File: src/rtl/wb_arbiter_if.sv
// Bus bundle for wb_arbiter: WB-stage write, late-result handshake,
// register-file write port and decode-stage hazard lookups.
interface wb_arbiter_if;
    logic        pipe_we;
    logic [4:0]  pipe_addr;
    logic [31:0] pipe_data;
    logic        late_valid;
    logic        late_ready;
    logic [4:0]  late_addr;
    logic [31:0] late_data;
    logic        write_en;
    logic [4:0]  data_addr;
    logic [31:0] data_in;
    logic [4:0]  rd_addr1;
    logic [4:0]  rd_addr2;
    logic        hazard1;
    logic        hazard2;
    logic        drain_req;

    modport master (
        output pipe_we, pipe_addr, pipe_data, late_valid, late_addr, late_data,
        output rd_addr1, rd_addr2,
        input  late_ready, write_en, data_addr, data_in, hazard1, hazard2, drain_req
    );

    modport slave (
        input  pipe_we, pipe_addr, pipe_data, late_valid, late_addr, late_data,
        input  rd_addr1, rd_addr2,
        output late_ready, write_en, data_addr, data_in, hazard1, hazard2, drain_req
    );
endinterface

File: src/rtl/wb_arbiter.sv
// Register-file write-port arbiter: WB stage has priority, late results queue
// in a small FIFO and drain into idle cycles, with WAW kill and hazard flags.
module wb_arbiter #(
    parameter int unsigned DEPTH = 2
) (
    input logic         clk,
    input logic         rst,
    wb_arbiter_if.slave bus
);
    localparam int unsigned PtrW = (DEPTH > 1) ? $clog2(DEPTH) : 1;
    localparam int unsigned CntW = PtrW + 1;

    logic [DEPTH-1:0] vld_q, vld_d;
    logic [4:0]       addr_q [DEPTH];
    logic [31:0]      data_q [DEPTH];
    logic [PtrW-1:0]  rd_ptr_q, rd_ptr_d, wr_ptr_q, wr_ptr_d;
    logic [CntW-1:0]  count_q, count_d;
    logic             we_q, we_d;
    logic [4:0]       waddr_q, waddr_d;
    logic [31:0]      wdata_q, wdata_d;
    logic             late_src_q, late_src_d;

    logic full, enq, store, pipe_wr, pop, head_vld;

    always_comb begin
        full     = (count_q == CntW'(DEPTH));
        pipe_wr  = bus.pipe_we && (bus.pipe_addr != 5'd0);
        enq      = bus.late_valid && !full && !rst;
        // Address-0 results complete the handshake but are dropped.
        store    = enq && (bus.late_addr != 5'd0);
        pop      = !pipe_wr && (count_q != '0);
        head_vld = vld_q[rd_ptr_q];

        for (int unsigned i = 0; i < DEPTH; i++) begin
            vld_d[i] = vld_q[i] && !(pipe_wr && (addr_q[i] == bus.pipe_addr));
        end
        if (pop) vld_d[rd_ptr_q] = 1'b0;
        if (store) vld_d[wr_ptr_q] = !(pipe_wr && (bus.late_addr == bus.pipe_addr));

        rd_ptr_d = pop ? rd_ptr_q + 1'b1 : rd_ptr_q;
        wr_ptr_d = store ? wr_ptr_q + 1'b1 : wr_ptr_q;
        count_d  = count_q + CntW'(store) - CntW'(pop);

        we_d       = 1'b0;
        waddr_d    = waddr_q;
        wdata_d    = wdata_q;
        late_src_d = 1'b0;
        if (pipe_wr) begin
            we_d    = 1'b1;
            waddr_d = bus.pipe_addr;
            wdata_d = bus.pipe_data;
        end else if (pop && head_vld) begin
            we_d       = 1'b1;
            waddr_d    = addr_q[rd_ptr_q];
            wdata_d    = data_q[rd_ptr_q];
            late_src_d = 1'b1;
        end
    end

    always_comb begin
        bus.late_ready = !full && !rst;
        bus.drain_req  = full;
        bus.write_en   = we_q;
        bus.data_addr  = waddr_q;
        bus.data_in    = wdata_q;
        bus.hazard1    = we_q && late_src_q && (waddr_q == bus.rd_addr1);
        bus.hazard2    = we_q && late_src_q && (waddr_q == bus.rd_addr2);
        for (int unsigned i = 0; i < DEPTH; i++) begin
            if (vld_q[i] && (addr_q[i] == bus.rd_addr1)) bus.hazard1 = 1'b1;
            if (vld_q[i] && (addr_q[i] == bus.rd_addr2)) bus.hazard2 = 1'b1;
        end
        if (bus.rd_addr1 == 5'd0) bus.hazard1 = 1'b0;
        if (bus.rd_addr2 == 5'd0) bus.hazard2 = 1'b0;
    end

    always_ff @(posedge clk) begin
        if (rst) begin
            vld_q      <= '0;
            rd_ptr_q   <= '0;
            wr_ptr_q   <= '0;
            count_q    <= '0;
            we_q       <= 1'b0;
            waddr_q    <= '0;
            wdata_q    <= '0;
            late_src_q <= 1'b0;
            for (int unsigned i = 0; i < DEPTH; i++) begin
                addr_q[i] <= '0;
                data_q[i] <= '0;
            end
        end else begin
            vld_q      <= vld_d;
            rd_ptr_q   <= rd_ptr_d;
            wr_ptr_q   <= wr_ptr_d;
            count_q    <= count_d;
            we_q       <= we_d;
            waddr_q    <= waddr_d;
            wdata_q    <= wdata_d;
            late_src_q <= late_src_d;
            if (store) begin
                addr_q[wr_ptr_q] <= bus.late_addr;
                data_q[wr_ptr_q] <= bus.late_data;
            end
        end
    end
endmodule

File: src/flat_wrapper.sv
// flat-port wrapper written by rule: the top's interface ports become plain ports
module wb_arbiter_flat 
#(
    parameter int unsigned DEPTH = 2
)
  (clk, rst, bus_pipe_we, bus_pipe_addr, bus_pipe_data, bus_late_valid, bus_late_addr, bus_late_data, bus_rd_addr1, bus_rd_addr2, bus_late_ready, bus_write_en, bus_data_addr, bus_data_in, bus_hazard1, bus_hazard2, bus_drain_req);
  wb_arbiter_if bus_i ();
  input logic clk;
  input logic rst;
  input wire logic [$bits(bus_i.pipe_we)-1:0] bus_pipe_we;
  input wire logic [$bits(bus_i.pipe_addr)-1:0] bus_pipe_addr;
  input wire logic [$bits(bus_i.pipe_data)-1:0] bus_pipe_data;
  input wire logic [$bits(bus_i.late_valid)-1:0] bus_late_valid;
  input wire logic [$bits(bus_i.late_addr)-1:0] bus_late_addr;
  input wire logic [$bits(bus_i.late_data)-1:0] bus_late_data;
  input wire logic [$bits(bus_i.rd_addr1)-1:0] bus_rd_addr1;
  input wire logic [$bits(bus_i.rd_addr2)-1:0] bus_rd_addr2;
  output wire logic [$bits(bus_i.late_ready)-1:0] bus_late_ready;
  output wire logic [$bits(bus_i.write_en)-1:0] bus_write_en;
  output wire logic [$bits(bus_i.data_addr)-1:0] bus_data_addr;
  output wire logic [$bits(bus_i.data_in)-1:0] bus_data_in;
  output wire logic [$bits(bus_i.hazard1)-1:0] bus_hazard1;
  output wire logic [$bits(bus_i.hazard2)-1:0] bus_hazard2;
  output wire logic [$bits(bus_i.drain_req)-1:0] bus_drain_req;
  assign bus_i.pipe_we = bus_pipe_we;
  assign bus_i.pipe_addr = bus_pipe_addr;
  assign bus_i.pipe_data = bus_pipe_data;
  assign bus_i.late_valid = bus_late_valid;
  assign bus_i.late_addr = bus_late_addr;
  assign bus_i.late_data = bus_late_data;
  assign bus_i.rd_addr1 = bus_rd_addr1;
  assign bus_i.rd_addr2 = bus_rd_addr2;
  assign bus_late_ready = bus_i.late_ready;
  assign bus_write_en = bus_i.write_en;
  assign bus_data_addr = bus_i.data_addr;
  assign bus_data_in = bus_i.data_in;
  assign bus_hazard1 = bus_i.hazard1;
  assign bus_hazard2 = bus_i.hazard2;
  assign bus_drain_req = bus_i.drain_req;
  wb_arbiter #(.DEPTH(DEPTH)) u_core (.clk(clk), .rst(rst), .bus(bus_i));
endmodule
File: config.mk
export PLATFORM = sky130hd
export DESIGN_NAME = wb_arbiter_flat
export DESIGN_NICKNAME = d
export VERILOG_FILES = /design/src/rtl/wb_arbiter_if.sv /design/src/rtl/wb_arbiter.sv /design/src/flat_wrapper.sv
export SDC_FILE = /design/constraint.sdc
export NUM_CORES = 1
export LEC_CHECK = 0
export BUFFER_PORTS_ARGS = -buffer_cell sky130_fd_sc_hd__buf_2
export CORE_ASPECT_RATIO = 1.25
export CORE_MARGIN = 2
export CORE_UTILIZATION = 50
export CTS_CLUSTER_DIAMETER = 150
export DETAILED_ROUTE_END_ITERATION = 8
export PLACE_DENSITY = 0.8
export SYNTH_ARGS = -nofsm -noshare
export SYNTH_HDL_FRONTEND = slang
export SYNTH_SLANG_ARGS = --single-unit
File: constraint.sdc
create_clock -name clk -period 3.7 [get_ports clk]
set_input_delay 0.74 -clock clk [delete_from_list [all_inputs] [get_ports clk]]
set_output_delay 0.74 -clock clk [all_outputs]
set_load 0.05 [all_outputs]
-- Word-level counts from Yosys, hierarchy flattened
Memory sizes are Yosys's and may differ from the RTL's. A register that Yosys moved wholly into a read port is not among the register bits.
Index checks and enable logic that the tools add are counted.
- bitwise logic cells: 2
- $lt $le $gt $ge: 4
- reductions and logical operators: 36
- add/subtract/negate cells: 4
- equal/unequal tests: 10
- muxes and demuxes: 36
- operators with widths (operator ; count):
    two-way mux 32 bit ; 3
    equality test 5 bit ; 9
    OR reduction 32 bit ; 1
    two-way mux 1 bit ; 25
    logical AND 1 bit ; 21
    two-way mux 5 bit ; 3
    zero test 5 bit ; 2
    nonzero test 5 bit ; 2
    zero test 1 bit ; 6
    OR reduction 5 bit ; 1
    < comparator 1 x 2 -> 1 bit, second input constant ; 2
    two-way mux 2 bit ; 2
    nonzero test 2 bit ; 2
    adder 1 bit, second input constant ; 2
    adder 2 x 1 -> 2 bit ; 1
    AND 2 bit ; 1
    bitwise mux 2 bit ; 1
    demux 1 bit (select 1 bit) ; 2
    equality test 2 bit, second input constant ; 1
    greater-or-equal comparator 1 bit, second input constant ; 2
    inverter 2 bit ; 1
    OR reduction 2 bit ; 1
    subtractor 2 x 1 -> 2 bit ; 1
- memories kept: 2
- flip-flop bits (word level): 45
- memory bits (writable): 74
- memories (memory ; depth ; bits a word ; rd ports ; clocked after memory_dff ; write ports ; RTL line ; text):
    u_core.data_q ; 2 ; 32 ; 1 ; 1 ; 2 ; wb_arbiter.sv:15 ; logic [31:0] data_q [DEPTH];
    u_core.addr_q ; 2 ; 5 ; 3 ; 1 ; 2 ; wb_arbiter.sv:14 ; logic [4:0] addr_q [DEPTH];

-- Depth between registers and ports, before layout
Gate-level depths: netlist of run 1.
- depth in word-level cells: 10
- depth in mapped cells: 9

-- Least setup slack after synthesis of run 1
No wires, ideal clock.
- path kind: register -> output
- start: reg u_core.waddr_q[2] (netlist: u_core.bus.data_addr[2])
- end: out bus_hazard1
- required time: 2960 ps
- slack: 747 ps
- cell stages (with the launch flop): 6
- arrival time: 2213 ps
- cell sequence: dfxtp_1 > inv_1 > a221o_1 > nor4_1 > a31oi_1 > a21oi_1
- cells in the longest elaborated chain, start to end: 5
- RTL lines (what ; RTL line ; text):
    from (decl) ; wb_arbiter.sv:19 ; logic [4:0] waddr_q, waddr_d;
    from (signal assigned) ; wb_arbiter.sv:96 ; waddr_q <= waddr_d;
    equality test 5 bit ; wb_arbiter.sv:66 ; bus.hazard1 = we_q && late_src_q && (waddr_q == bus.rd_addr1);
    logical AND 1 bit ; wb_arbiter.sv:66 ;
    two-way mux 1 bit (2 in a row) ; wb_arbiter.sv:69 ; if (vld_q[i] && (addr_q[i] == bus.rd_addr1)) bus.hazard1 = 1'b1;
    two-way mux 1 bit ; wb_arbiter.sv:72 ; if (bus.rd_addr1 == 5'd0) bus.hazard1 = 1'b0;
    to (decl) ; flat_wrapper.sv:22 ; output wire logic [$bits(bus_i.hazard1)-1:0] bus_hazard1;
Every way passes these cells.

==> metrics.txt, run 1 <==
status=finished clean; Root Driver=clkbuf_16; Area Growth Syn to Fin=22.3%; total power draw=4.17 mW; # hold bufs at CTS=0; Max clock buf depth=2; H-tree levels=4; worst hold path cell count=3; Worst-Margin Slew=~1200 ps; sequential share of power=42.7%; R2R Path Start=u_core.count_q[1]; Post-synth EDFFs=74; Routed WL=14.3 mm; Hold Path End=u_core.bus.data_in[28]; critical path class=register to primary output; layout cells sized above 1=28.1%; Leak=2.93 nW; Post-Syn Area per Cell=10.9 um2; met2 wire length=about 7.6 mm; crit-path max FO=4; # Post-CTS Setup Buffers=0; DRC=0; CP startpoint kind=register; die width=approximately 100 um; Final WS setup=between 900 and 1000 ps; Clk pwr share=between 30% and 40%; Tcrit/Tclk final=75.0%; DR WL/cell=18.1 um; Worst VDD drop=between 0.4 and 0.5 mV; RD Place Congestion=0.887; CTS Sinks=120; Layout Skew=roughly 12 ps; post_cts resized=0; global route overflow=0; synth warn=0; hpwl dp=9.39 mm; drt initial violations=between 200 and 300; slew margin rel.=about a fifth; number of diodes=0; endpoints failing setup=0; P per Cell Area=slightly below 600 nW/um2; clk_lat worst skew=between 400 and 500 ps; placed inst area=6510 um2; total track usage=roughly a quarter; num ports=130; dpl ws=733 ps; FF+latch count, synth=120; Die Span Y=124 um; crit end category=primary output; RSZ-0062 raised after global routing=false; Hold Vio Cnt, Final=0; worst r2r dst=u_core.data_q[0][31]; Cell Area, Synth=5790 um2; Initial Util=51.7%; Vias/cell=5.69; met3 routed WL=757 um; largest net degree at the start of global routing=51; max-cap viol count=0; Gate Count Post-Synth=between 500 and 600; number of global-route vias before repair=4727; Post-Layout Inst Area=7080 um2; R2R depth=5; DR pass1 iterations=6; hold_ws=554 ps; fin. max-slew vios=0; CTS tree=built; met1 WL=between 5 and 6 mm; Via Count=4517; Die Area=12500 um2; cell internal pwr=2.90 mW; R2R setup slack=between 1000 and 1500 ps; max frequency=between 300 and 400 MHz; Unique masters post-synth=43; Routed Antenna Nets=0; Clock Pin Slew Worst Setup and Hold Paths=about 60 ps; fraction of registers with async set/reset=0%; fraction of power consumed by combinational cells=20.1%; Final TNS setup=0 ps; switching power=1.26 mW; Nets=around 740; synthesized net count=around 620; Core Box Area=approximately 11000 um2; Tmin final=roughly 2800 ps; antenna violations before repair=0; CTS Buf Count=17; Port Buf Inserts=129; Critical Path AT=2040 ps; HP Class=input port to register; Rows=43; Hold Crit Start=bus_pipe_data[28]; Seq/Total Area, Yosys=a little over half; top sig layer=met4; required time worst endpoint=about 3000 ps; switch share=30.4%; first-pass GRT wire length=roughly 23 mm; ys flop type=edfxtp_1
==> critical path, cell delays in order, from the launching register on <==
cell and delay, ps:
edfxtp_1 510, xor2_1 210, nor4_1 320, a31oi_1 130
a21oi_1 170, buf_2 280
==> power groups by stage <==
stage	Clock, mW	Combinational [mW]	Sequential (mW)
6_report	1.55	0.836	1.78
2_1_floorplan	0	0.558	1.82
3_3_place_gp	0	0.813	1.80
5_1_grt	1.63	0.908	1.80
3_5_place_dp	0	0.834	1.81
4_1_cts	1.57	0.841	1.78
==> worst max-delay path by stage <==
stage | depth (start not counted) | from | slack [ps] | endpoint
after global placement | 6 | bus_late_addr[0] | 830 | u_core.data_q[0][4]
after floorplan | 5 | u_core.bus.data_addr[2] | 750 | bus_hazard1
after CTS | 6 | u_core.bus.data_addr[2] | 900 | bus_hazard1
after detailed placement | 6 | bus_late_addr[0] | 730 | u_core.data_q[0][3]
after global routing | 5 | u_core.addr_q[0][1] | 750 | bus_hazard1
final | 5 | u_core.addr_q[1][1] | 920 | bus_hazard1
==> metal layers <==
metal  vias to the layer above  track usage [%]
li1                       2132                -
met1                      2196             27.3
met2                       155             41.3
met3                        34             6.17
met4                         0             10.4
met5                         -                0
==> final cells by class <==
class | count | area [um2]
Timing Repair Buffer | 137 | 731
Inverter | 6 | 22.5
Sequential cell | 120 | 3140
Multi-Input combinational cell | 364 | 2440
Fill cell | 929 | 4110
Clock buffer | 22 | 507
Tap cell | 135 | 169
Clock inverter | 10 | 63.8
==> Yosys cell counts, drive strengths merged, types with 2 or more instances <==
master,instances,share of area [%]
nand2,75,4.9
edfxtp,74,38
dfxtp,46,16
a21oi,39,3.5
and2,38,4.1
mux2i,38,6.6
and3,37,4.0
o211ai,37,5.1
xor2,29,4.4
buf,20,2.2
clkbuf,19,1.3
xnor2,18,2.7
nor2,13,0.97
inv,6,0.39
nor3,6,0.52
nor4,6,0.65
nand4,3,0.32
a2111oi,2,0.41
a22o,2,0.30
a31oi,2,0.22
ha,2,0.43
nand3,2,0.17
nor2b,2,0.35
or2,2,0.22
or4,2,0.26
==> flip-flops by register name (all words and copies together) (netlist names), named ones only <==
| signal | cells |
|---|---|
| u_core.bus.write_en | 1 |
| u_core.rd_ptr_q | 1 |
| u_core.vld_q | 2 |
| u_core.late_src_q | 1 |
| u_core.wr_ptr_q | 1 |
| u_core.count_q | 2 |
| u_core.addr_q | 10 |
| u_core.bus.data_addr | 5 |
| u_core.data_q | 64 |
| u_core.bus.data_in | 32 |
==> cell families (layout without fill, tap and decap cells) <==
logic type / count (synthesis) / in the layout / share of synthesized area, %
simple gates: 189 / 189 / 16.9
buf+inv: 45 / 175 / 3.83
compound gates: 88 / 88 / 10.9
xor+xnor: 47 / 47 / 7.11
fa+ha+maj: 2 / 2 / 0.432
flops: 120 / 120 / 54.3
mux: 38 / 38 / 6.57
==> through the flow <==
stage	instances	util [%]
finish	794	63.3
global route	794	63.3
CTS	794	63.3
detailed placement	762	58.2
global placement	762	58.2
floorplan	529	-
==> placed cells by master (no fill, tap or decap), drive strengths merged <==
master / n
a21oi: 39
nand2: 75
or3: 1
and2b: 1
o221ai: 1
nor2b: 2
buf: 137
nor4b: 1
or2: 2
nand3: 2
nor3: 6
a221o: 1
ha: 2
a22o: 2
or4: 2
clkbuf: 22
a31oi: 2
and3: 37
a211oi: 1
xor2: 29
edfxtp: 74
clkinvlp: 3
clkinv: 4
a2111oi: 2
o211ai: 37
inv: 9
and2: 38
xnor2: 18
mux2i: 38
nor4: 6
o31a: 1
o31ai: 1
nand4: 3
a41oi: 1
dfxtp: 46
nor2: 13
Power figures use the tool's default switching activity.
==> run 2, diff against run 1 <==
- clock period: 3.7 -> 2.89 ns (I/O delays scaled with it)
==> metrics.txt, run 2 (synthesized netlist as in run 1, its figures left out) <==
P per Cell Area=761 nW/um2; slowest cell on the critical path=edfxtp_1; layout cells sized above 1=28.4%; Tcrit/Tclk final=92.7%; Largest Register=u_core.data_q; commonest cells after routing, fill and taps aside=buf_2, nand2_1, edfxtp_1; Area Growth Syn to Fin=22.7%; Post-Layout Inst Area=just over 7000 um2; DRC=0; number of global-route vias before repair=4604; critical path class=register to primary output; crit-path max cell delay=520 ps; fin. max-slew vios=0; required time worst endpoint=about 2300 ps; Port Buf Inserts=between 100 and 150; Worst VDD drop=approximately 0.52 mV; max-cap viol count=0; Via Count=4445; Routed Antenna Nets=0; Leak=2.96 nW; Critical Path AT=approximately 2100 ps; HP Class=input port to register; Die Area=12500 um2; DR pass1 iterations=4; CTS Sinks=120; max frequency=roughly 370 MHz; Crit path max-delay family=flip-flops; Worst Path Buf+Inv=1; Die Span Y=approximately 120 um; placed inst area=6520 um2; Clock Pin Slew Worst Setup and Hold Paths=50 ps; crit-path cells=xor2_1 -> nor4_1 -> a31oi_1 -> a21oi_1 -> buf_2; Nets=740; post_cts resized=0; most common library cell in the layout ignoring fill and taps=buf_2; antenna violations before repair=0; crit end category=primary output; Core Box Area=11200 um2; DR WL/cell=17.8 um; Max clock buf depth=2; # hold bufs at CTS=0; # Post-CTS Setup Buffers=0; Rows=43; CTS Buf Count=17; num ports=130; global route overflow=0; total track usage=approximately a quarter; endpoints failing setup=0; Tmin final=2680 ps; largest net degree at the start of global routing=41; slew margin rel.=39.0%; Initial Util=51.7%; Hold Vio Cnt, Final=0; fin util=roughly 63%; number of diodes=0; CP startpoint kind=register; hold_ws=approximately 400 ps; status=finished clean; clk_lat worst skew=roughly 400 ps; Vias/cell=5.57; RSZ-0062 raised after global routing=false; RD Place Congestion=0.903; H-tree levels=4; Largest register FFs=64; CTS tree=built; hpwl dp=9.59 mm; Worst-Margin Slew=915 ps; first-pass GRT wire length=22.6 mm; Root Driver=clkbuf_16; die width=100 um; Routed WL=14.2 mm; Final TNS setup=0 ps; Layout Skew=13.1 ps; drt initial violations=315; crit-path max FO=4
run 2: path summary, 6_finish.rpt:
check | start | end | slack [ps] | cells after the start
setup / recovery | u_core.addr_q[1][1] | bus_hazard1 | 210 | 5
hold / removal | bus_pipe_data[4] | u_core.bus.data_in[4] | 400 | 3
setup reg to reg | u_core.count_q[1] | u_core.data_q[1][0] | 700 | 4
hold reg to reg | u_core.count_q[1] | u_core.count_q[1] | 580 | 2
run 2: worst min-delay path, stage by stage:
cell     delay, ps
buf_2           90
nand2_1         40
a21oi_1         50
run 2: per-stage QoR:
stage	setup slack, ps	total power [mW]	std cells
final	210	5.40	798
after detailed placement	311	3.37	766
after global placement	343	3.34	766
after floorplan	99.3	3.04	529
after CTS	203	5.43	798
after global routing	73.9	5.62	798
run 2: area by class of cell:
cell class | instances | area (um2)
Fill cell | 896 | 4090
Timing Repair Buffer | 141 | 736
Clock buffer | 23 | 488
Sequential cell | 120 | 3140
Clock inverter | 9 | 97.6
Multi-Input combinational cell | 364 | 2440
Tap cell | 135 | 169
Inverter | 6 | 22.5
run 2: report_power, final:
group | internal (mW) | switching (mW)
clock | 1.35 | 0.708
combinational | 0.427 | 0.720
sequential | 2.05 | 0.153
total | 3.82 | 1.58
run 2: routing by layer:
metal | up-vias | part of all wire (%) | global-route usage [%]
li1 | 2132 | - | -
met1 | 2121 | 38 | 26.5
met2 | 172 | 54 | 41.8
met3 | 20 | 5.7 | 5.67
met4 | 0 | 1.9 | 9.91
met5 | - | 0 | 0
